===== src/rtl/csr_byte_bridge_pkg.sv =====
// Shared opcodes, response codes and FSM state type for the CSR byte bridge.
package csr_byte_bridge_pkg;

  localparam logic [7:0] OP_WR   = 8'h57;
  localparam logic [7:0] OP_RD   = 8'h52;

  localparam logic [7:0] RSP_ACK = 8'h4B;
  localparam logic [7:0] RSP_ERR = 8'h45;
  localparam logic [7:0] RSP_TMO = 8'h54;

  typedef enum logic [2:0] {
    S_IDLE,
    S_ADDR,
    S_DATA,
    S_WR,
    S_RD,
    S_RD_WAIT,
    S_RSP
  } state_e;

  function automatic logic is_known_op(input logic [7:0] op);
    return (op == OP_WR) || (op == OP_RD);
  endfunction

endpackage


===== src/rtl/csr_byte_bridge_rsp_serializer.sv =====
// Response serializer: parallel load of up to four bytes, emitted MSB first
// over valid/ready; done pulses with the transfer of the last byte.
module csr_rsp_serializer
  import csr_byte_bridge_pkg::*;
(
  input  logic        reg_clk_i,
  input  logic        reg_rst_i,
  input  logic        load_i,
  input  logic [31:0] load_data_i,
  input  logic [2:0]  load_cnt_i,
  output logic [7:0]  rsp_data_o,
  output logic        rsp_valid_o,
  input  logic        rsp_ready_i,
  output logic        done_o
);

  logic [31:0] shreg_q;
  logic [2:0]  left_q;
  logic        fire;

  assign rsp_data_o  = shreg_q[31:24];
  assign rsp_valid_o = (left_q != '0);
  assign fire        = rsp_valid_o && rsp_ready_i;
  assign done_o      = fire && (left_q == 3'd1);

  always_ff @(posedge reg_clk_i) begin
    if (reg_rst_i) begin
      shreg_q <= '0;
      left_q  <= '0;
    end else if (load_i) begin
      shreg_q <= load_data_i;
      left_q  <= load_cnt_i;
    end else if (fire) begin
      shreg_q <= {shreg_q[23:0], 8'h00};
      left_q  <= left_q - 3'd1;
    end
  end

endmodule


===== src/rtl/csr_byte_bridge.sv =====
// Byte-stream command parser driving single-cycle CSR write/read strobes,
// returning ack/read-data/error/timeout bytes through the response serializer.
module csr_byte_bridge
  import csr_byte_bridge_pkg::*;
#(
  parameter int unsigned RD_LATENCY     = 1,
  parameter int unsigned TIMEOUT_CYCLES = 1000
) (
  input  logic        reg_clk_i,
  input  logic        reg_rst_i,
  input  logic [7:0]  cmd_data_i,
  input  logic        cmd_valid_i,
  output logic        cmd_ready_o,
  output logic [7:0]  rsp_data_o,
  output logic        rsp_valid_o,
  input  logic        rsp_ready_i,
  output logic [31:0] reg_wr_data_o,
  output logic        reg_wr_en_o,
  output logic        reg_rd_en_o,
  output logic [7:0]  reg_addr_o,
  input  logic [31:0] reg_rd_data_i
);

  localparam int unsigned TW = $clog2(TIMEOUT_CYCLES + 1);
  localparam int unsigned WW = (RD_LATENCY > 1) ? $clog2(RD_LATENCY + 1) : 1;
  localparam logic [TW-1:0] TMO_LAST  = TW'(TIMEOUT_CYCLES - 1);
  localparam logic [TW-1:0] TMO_MAX   = TW'(TIMEOUT_CYCLES);
  localparam logic [WW-1:0] WAIT_LAST = WW'(RD_LATENCY - 1);

  state_e        state_q, state_d;
  logic          accepting, cmd_fire;
  logic          is_rd_q;
  logic [1:0]    byte_cnt_q;
  logic [TW-1:0] tmo_cnt_q;
  logic [WW-1:0] wait_cnt_q;
  logic [7:0]    addr_q;
  logic [31:0]   wdata_q;
  logic          in_cmd, tmo_hit, wait_done;
  logic          ser_load, ser_done;
  logic [31:0]   ser_data;
  logic [2:0]    ser_cnt;

  assign accepting   = !reg_rst_i &&
                       (state_q == S_IDLE || state_q == S_ADDR || state_q == S_DATA);
  assign cmd_ready_o = accepting;
  assign cmd_fire    = cmd_valid_i && accepting;

  assign in_cmd    = (state_q == S_ADDR) || (state_q == S_DATA);
  // Firing one count early makes the FSM leave on the edge where the counter
  // would reach TIMEOUT_CYCLES, so no byte can be accepted past the deadline.
  assign tmo_hit   = in_cmd && !cmd_fire && (tmo_cnt_q == TMO_LAST);
  assign wait_done = (state_q == S_RD_WAIT) && (wait_cnt_q == WAIT_LAST);

  assign reg_addr_o    = addr_q;
  assign reg_wr_data_o = wdata_q;

  always_ff @(posedge reg_clk_i) begin
    if (reg_rst_i) state_q <= S_IDLE;
    else           state_q <= state_d;
  end

  always_comb begin
    state_d = state_q;
    unique case (state_q)
      S_IDLE:    if (cmd_fire) state_d = is_known_op(cmd_data_i) ? S_ADDR : S_RSP;
      S_ADDR:    if (cmd_fire) state_d = is_rd_q ? S_RD : S_DATA;
                 else if (tmo_hit) state_d = S_RSP;
      S_DATA:    if (cmd_fire && byte_cnt_q == 2'd3) state_d = S_WR;
                 else if (tmo_hit) state_d = S_RSP;
      S_WR:      state_d = S_RSP;
      S_RD:      state_d = S_RD_WAIT;
      S_RD_WAIT: if (wait_done) state_d = S_RSP;
      S_RSP:     if (ser_done) state_d = S_IDLE;
      default:   state_d = S_IDLE;
    endcase
  end

  always_comb begin
    reg_wr_en_o = 1'b0;
    reg_rd_en_o = 1'b0;
    ser_load    = 1'b0;
    ser_data    = '0;
    ser_cnt     = 3'd1;
    unique case (state_q)
      S_IDLE:
        if (cmd_fire && !is_known_op(cmd_data_i)) begin
          ser_load = 1'b1;
          ser_data = {RSP_ERR, 24'h0};
        end
      S_ADDR, S_DATA:
        if (tmo_hit) begin
          ser_load = 1'b1;
          ser_data = {RSP_TMO, 24'h0};
        end
      S_WR: begin
        reg_wr_en_o = 1'b1;
        ser_load    = 1'b1;
        ser_data    = {RSP_ACK, 24'h0};
      end
      S_RD: reg_rd_en_o = 1'b1;
      S_RD_WAIT:
        if (wait_done) begin
          ser_load = 1'b1;
          ser_data = reg_rd_data_i;
          ser_cnt  = 3'd4;
        end
      default: ;
    endcase
  end

  always_ff @(posedge reg_clk_i) begin
    if (reg_rst_i) begin
      is_rd_q    <= 1'b0;
      byte_cnt_q <= '0;
      tmo_cnt_q  <= '0;
      wait_cnt_q <= '0;
      addr_q     <= '0;
      wdata_q    <= '0;
    end else begin
      if (state_q == S_IDLE && cmd_fire) is_rd_q <= (cmd_data_i == OP_RD);
      if (state_q == S_ADDR && cmd_fire) addr_q <= cmd_data_i;

      if (state_q == S_DATA) begin
        if (cmd_fire) begin
          wdata_q    <= {wdata_q[23:0], cmd_data_i};
          byte_cnt_q <= byte_cnt_q + 2'd1;
        end
      end else begin
        byte_cnt_q <= '0;
      end

      if (in_cmd) begin
        if (cmd_fire)                tmo_cnt_q <= '0;
        else if (tmo_cnt_q != TMO_MAX) tmo_cnt_q <= tmo_cnt_q + TW'(1);
      end else begin
        tmo_cnt_q <= '0;
      end

      if (state_q == S_RD_WAIT) wait_cnt_q <= wait_cnt_q + WW'(1);
      else                      wait_cnt_q <= '0;
    end
  end

  csr_rsp_serializer u_ser (
    .reg_clk_i   (reg_clk_i),
    .reg_rst_i   (reg_rst_i),
    .load_i      (ser_load),
    .load_data_i (ser_data),
    .load_cnt_i  (ser_cnt),
    .rsp_data_o  (rsp_data_o),
    .rsp_valid_o (rsp_valid_o),
    .rsp_ready_i (rsp_ready_i),
    .done_o      (ser_done)
  );

endmodule


===== config.mk =====
export PLATFORM = sky130hd
export DESIGN_NAME = csr_byte_bridge
export DESIGN_NICKNAME = d
export VERILOG_FILES = /design/src/rtl/csr_byte_bridge_pkg.sv /design/src/rtl/csr_byte_bridge_rsp_serializer.sv /design/src/rtl/csr_byte_bridge.sv
export SDC_FILE = /design/constraint.sdc
export NUM_CORES = 1
export LEC_CHECK = 0
export BUFFER_PORTS_ARGS = -buffer_cell sky130_fd_sc_hd__buf_2
export CORE_AREA = 2 2 105 107
export DETAILED_ROUTE_END_ITERATION = 10
export DIE_AREA = 0 0 107 109
export HOLD_SLACK_MARGIN = 0.02
export PLACE_DENSITY_LB_ADDON = 0.3
export SLEW_MARGIN = 20
export SYNTH_ARGS = -nofsm -noshare
export SYNTH_HDL_FRONTEND = slang
export SYNTH_HIERARCHICAL = 1
export SYNTH_SLANG_ARGS = --single-unit

===== constraint.sdc =====
create_clock -name reg_clk_i -period 7.28 [get_ports reg_clk_i]
set_input_delay 0.364 -clock reg_clk_i [delete_from_list [all_inputs] [get_ports reg_clk_i]]
set_output_delay 0.364 -clock reg_clk_i [all_outputs]
set_load 0.05 [all_outputs]

==> impl_metrics.env <==
export IMPL_syn_num_nets=611
export IMPL_avgSynthCellArea_um2=8.29
export IMPL_fin_skew_ns=0.00644
export IMPL_setup_viol=0
export IMPL_layout_cells_non_filler=762
export IMPL_drt_iter0_drc=219
export IMPL_synth_flop_cell="dfxtp_1"
export IMPL_ys_warn_count=6
export IMPL_gr_total_overflow=0
export IMPL_worstPathMaxFanout=78
export IMPL_grt_usage_pct=19.6
export IMPL_ir_worst_vdd_mv=0.303
export IMPL_cts_tree="built"
export IMPL_grt_start_max_net_pins=88
export IMPL_first_pass_iters=4
export IMPL_intPower_mw=0.993
export IMPL_power_share_combinational_pct=44.8
export IMPL_p_leak_nw=2.01
export IMPL_r2r_cells=8
export IMPL_die_area_um2=11700
export IMPL_yosysSeqAreaShare_pct=39.6
export IMPL_drt_wl_total_mm=11.2
export IMPL_initial_core_util_pct=43.9
export IMPL_wl_per_cell_um=14.7
export IMPL_cap_violations=0
export IMPL_cts_made_buffers=9
export IMPL_period_minus_slack_ns=3.77
export IMPL_async_flop_share_pct=0
export IMPL_critical_path_class="reg -> reg"
export IMPL_crit_start="state_q[0]$_SDFFE_PP0P_"
export IMPL_grt_pass1_wl_mm=18.1
export IMPL_diodes=0
export IMPL_syn_inst=561
export IMPL_antenna_found_initial=0
export IMPL_ys_ff_latch=92
export IMPL_clk_path_buf_depth=2
export IMPL_tns_ns=0
export IMPL_max_freq_mhz=265
export IMPL_p_sw_share_pct=44.6
export IMPL_die_y_um=109
export IMPL_p_per_area_nw_per_um2=342
export IMPL_ios=96
export IMPL_place_area_um2=5050
export IMPL_rsz0062_at_grt="no"
export IMPL_portBuffers=95
export IMPL_min_path_type="in -> reg"
export IMPL_worst_r2r_endpoint="u_ser/shreg_q[23]$_SDFFE_PP0P_"
export IMPL_final_cell_area_um2=5240
export IMPL_routed_via_density=5.35
export IMPL_core_um2=10600
export IMPL_postCtsSetupRepairBufs=0
export IMPL_clock_sinks=92
export IMPL_ant_nets=0
export IMPL_critPathCapture="u_ser/shreg_q[23]$_SDFFE_PP0P_"
export IMPL_cts_resized_gates=0
export IMPL_syn_area_um2=4650
export IMPL_vias=4074
export IMPL_clock_latency_ns=0.37
export IMPL_tightest_slew_ns=1.02
export IMPL_slew_violations=0
export IMPL_hold_viol_final=0
export IMPL_h_tree_depth=3
export IMPL_worstSetupStartpointType="flop"
export IMPL_synth_cell_types=58
export IMPL_synth_edff_count=0
export IMPL_r2r_start="state_q[0]$_SDFFE_PP0P_"
export IMPL_fin_nets=667
export IMPL_crit_path_end_kind="flop"
export IMPL_die_x_um=107
export IMPL_gp_congestion=0.854
export IMPL_clk_pin_slew_ns=0.10
export IMPL_fp_row_count=38
export IMPL_crit_arrival_ns=4.03
export IMPL_period_share_pct=51.8
export IMPL_grt_pass1_vias=3784
export IMPL_relSlewSlack_pct=32.0
export IMPL_place_hpwl_mm=7.74
export IMPL_required_ns=7.55
export IMPL_area_delta_synth_final_pct=12.6
export IMPL_clkPwrFrac_pct=18.5
export IMPL_power_switching_mw=0.799
export IMPL_drc=0
export IMPL_placed_cells=746
export IMPL_seqPwrFrac_pct=36.7
export IMPL_cts_root_buf="clkbuf_8"
export IMPL_status="finished, final reports clean"
export IMPL_cts_hold_buf=0
export IMPL_r2r_setup_slack_ns=3.51
export IMPL_post_route_cells_drive_above_1_share_pct=22.7
==> how the worst min path moves through the flow <==
stage | start | endpoint | slack [ns] | cells after the start
3_5_place_dp | reg_wr_data_o[24]$_SDFFE_PP0P_ | reg_wr_data_o[24]$_SDFFE_PP0P_ | 0.45 | 2
2_1_floorplan | is_rd_q$_SDFFE_PP0P_ | is_rd_q$_SDFFE_PP0P_ | 0.45 | 2
4_1_cts | cmd_data_i[4] | reg_wr_data_o[4]$_SDFFE_PP0P_ | 0.22 | 3
5_1_grt | cmd_data_i[1] | reg_wr_data_o[1]$_SDFFE_PP0P_ | 0.23 | 3
6_report | cmd_data_i[4] | reg_wr_data_o[4]$_SDFFE_PP0P_ | 0.25 | 3
3_3_place_gp | reg_wr_data_o[24]$_SDFFE_PP0P_ | reg_wr_data_o[24]$_SDFFE_PP0P_ | 0.44 | 2
==> worst max-delay path: stages (launching register included) <==
cell and delay, ns:
dfxtp_1 0.60, nor2b_1 0.66, and3b_1 0.85, inv_1 0.20, nand3_2 0.10, buf_4 0.54, nor2_1 0.13, and3_1 0.22
a2111oi_2 0.33
==> power groups by stage <==
stage	registers, mW	logic (mW)	clock network (mW)
detailed placement	0.670	0.806	0
floorplan	0.651	0.731	0
CTS	0.657	0.808	0.343
global route	0.671	0.877	0.363
finish	0.657	0.803	0.331
global placement	0.665	0.785	0
==> logic make-up (layout without fill, tap and decap cells) <==
| kind of cell | Yosys count | in the layout | synth area share (%) |
|---|---|---|---|
| adders and majority gates | 6 | 6 | 1.61 |
| xor gates and xnor gates | 11 | 11 | 2.07 |
| DFF | 92 | 92 | 39.6 |
| muxes | 2 | 2 | 0.430 |
| buffers and inverters | 71 | 132 | 7.77 |
| AOI/OAI and AO/OA | 119 | 119 | 19.7 |
| other | 1 | 1 | 0.0806 |
| and+or+nand+nor | 259 | 259 | 28.7 |
==> synthesized netlist by cell type (9+ instances only) <==
cell / number / area share, %
nand2_1: 100 / 8.1
dfxtp_1: 92 / 40
a21oi_1: 56 / 6.0
nor2_1: 34 / 2.7
nor2b_1: 32 / 4.3
and2_1: 27 / 3.6
clkbuf_1: 25 / 2.0
a2111oi_2: 17 / 5.5
inv_1: 17 / 1.4
nand3_1: 17 / 1.8
buf_2: 11 / 1.2
a211oi_1: 10 / 1.6
and3_1: 9 / 1.2
buf_4: 9 / 1.5
xnor2_1: 9 / 1.7
==> metal layers <==
layer | global-route usage, % | up-vias | wire [µm]
met3 | 3.53 | 12 | 577
met2 | 33.4 | 119 | 5490
met4 | 7.98 | 0 | 189
met5 | 0 | - | 0
met1 | 24.6 | 1906 | 4960
li1 | - | 2037 | -
==> area by class of cell <==
type	count	area, µm²
timing repair buffer	98	512
multi-input combinational	398	2450
clock inverter	6	56.3
fill	1038	5370
sequential	92	1840
clock buffer	10	128
inverter	18	70.1
tap	140	175
==> registers in the layout, summed over array words and instances, names as in the netlist <==
register       flops
is_rd_q            1
reg_wr_data_o     32
tmo_cnt_q         10
reg_addr_o         8
u_ser/shreg_q     32
state_q            3
byte_cnt_q         2
u_ser/left_q       3
wait_cnt_q         1
==> stage by stage <==
| step | setup slack [ns] | utilization [%] | hold slack (ns) | power (mW) |
|---|---|---|---|---|
| 2_1_floorplan | 4.66 | - | 0.446 | 1.38 |
| 3_3_place_gp | 3.71 | 47.4 | 0.439 | 1.45 |
| 3_5_place_dp | 3.52 | 47.6 | 0.452 | 1.48 |
| 4_1_cts | 3.50 | 49.4 | 0.224 | 1.81 |
| 5_1_grt | 3.05 | 49.4 | 0.234 | 1.91 |
| 6_report | 3.51 | 49.4 | 0.252 | 1.79 |
==> placed cells by master, fill, tap and decap left out, drive strengths merged, types with 2 or more instances in the layout <==
cell type	instances
nand2	101
buf	98
dfxtp	92
a21oi	56
nor2	34
nor2b	33
and2	28
a2111oi	24
inv	22
nand3	17
a211oi	10
clkbuf	10
xnor2	9
and3	9
nor4b	8
a211o	8
nor4	7
ha	6
nor3	4
nor3b	4
a31oi	3
nand2b	2
nand3b	2
nand4	2
o2bb2ai	2
a31o	2
mux2i	2
or3	2
o21ai	2
a22o	2
xor2	2
or2	2
No activity file was read; power rests on OpenSTA's default activity.
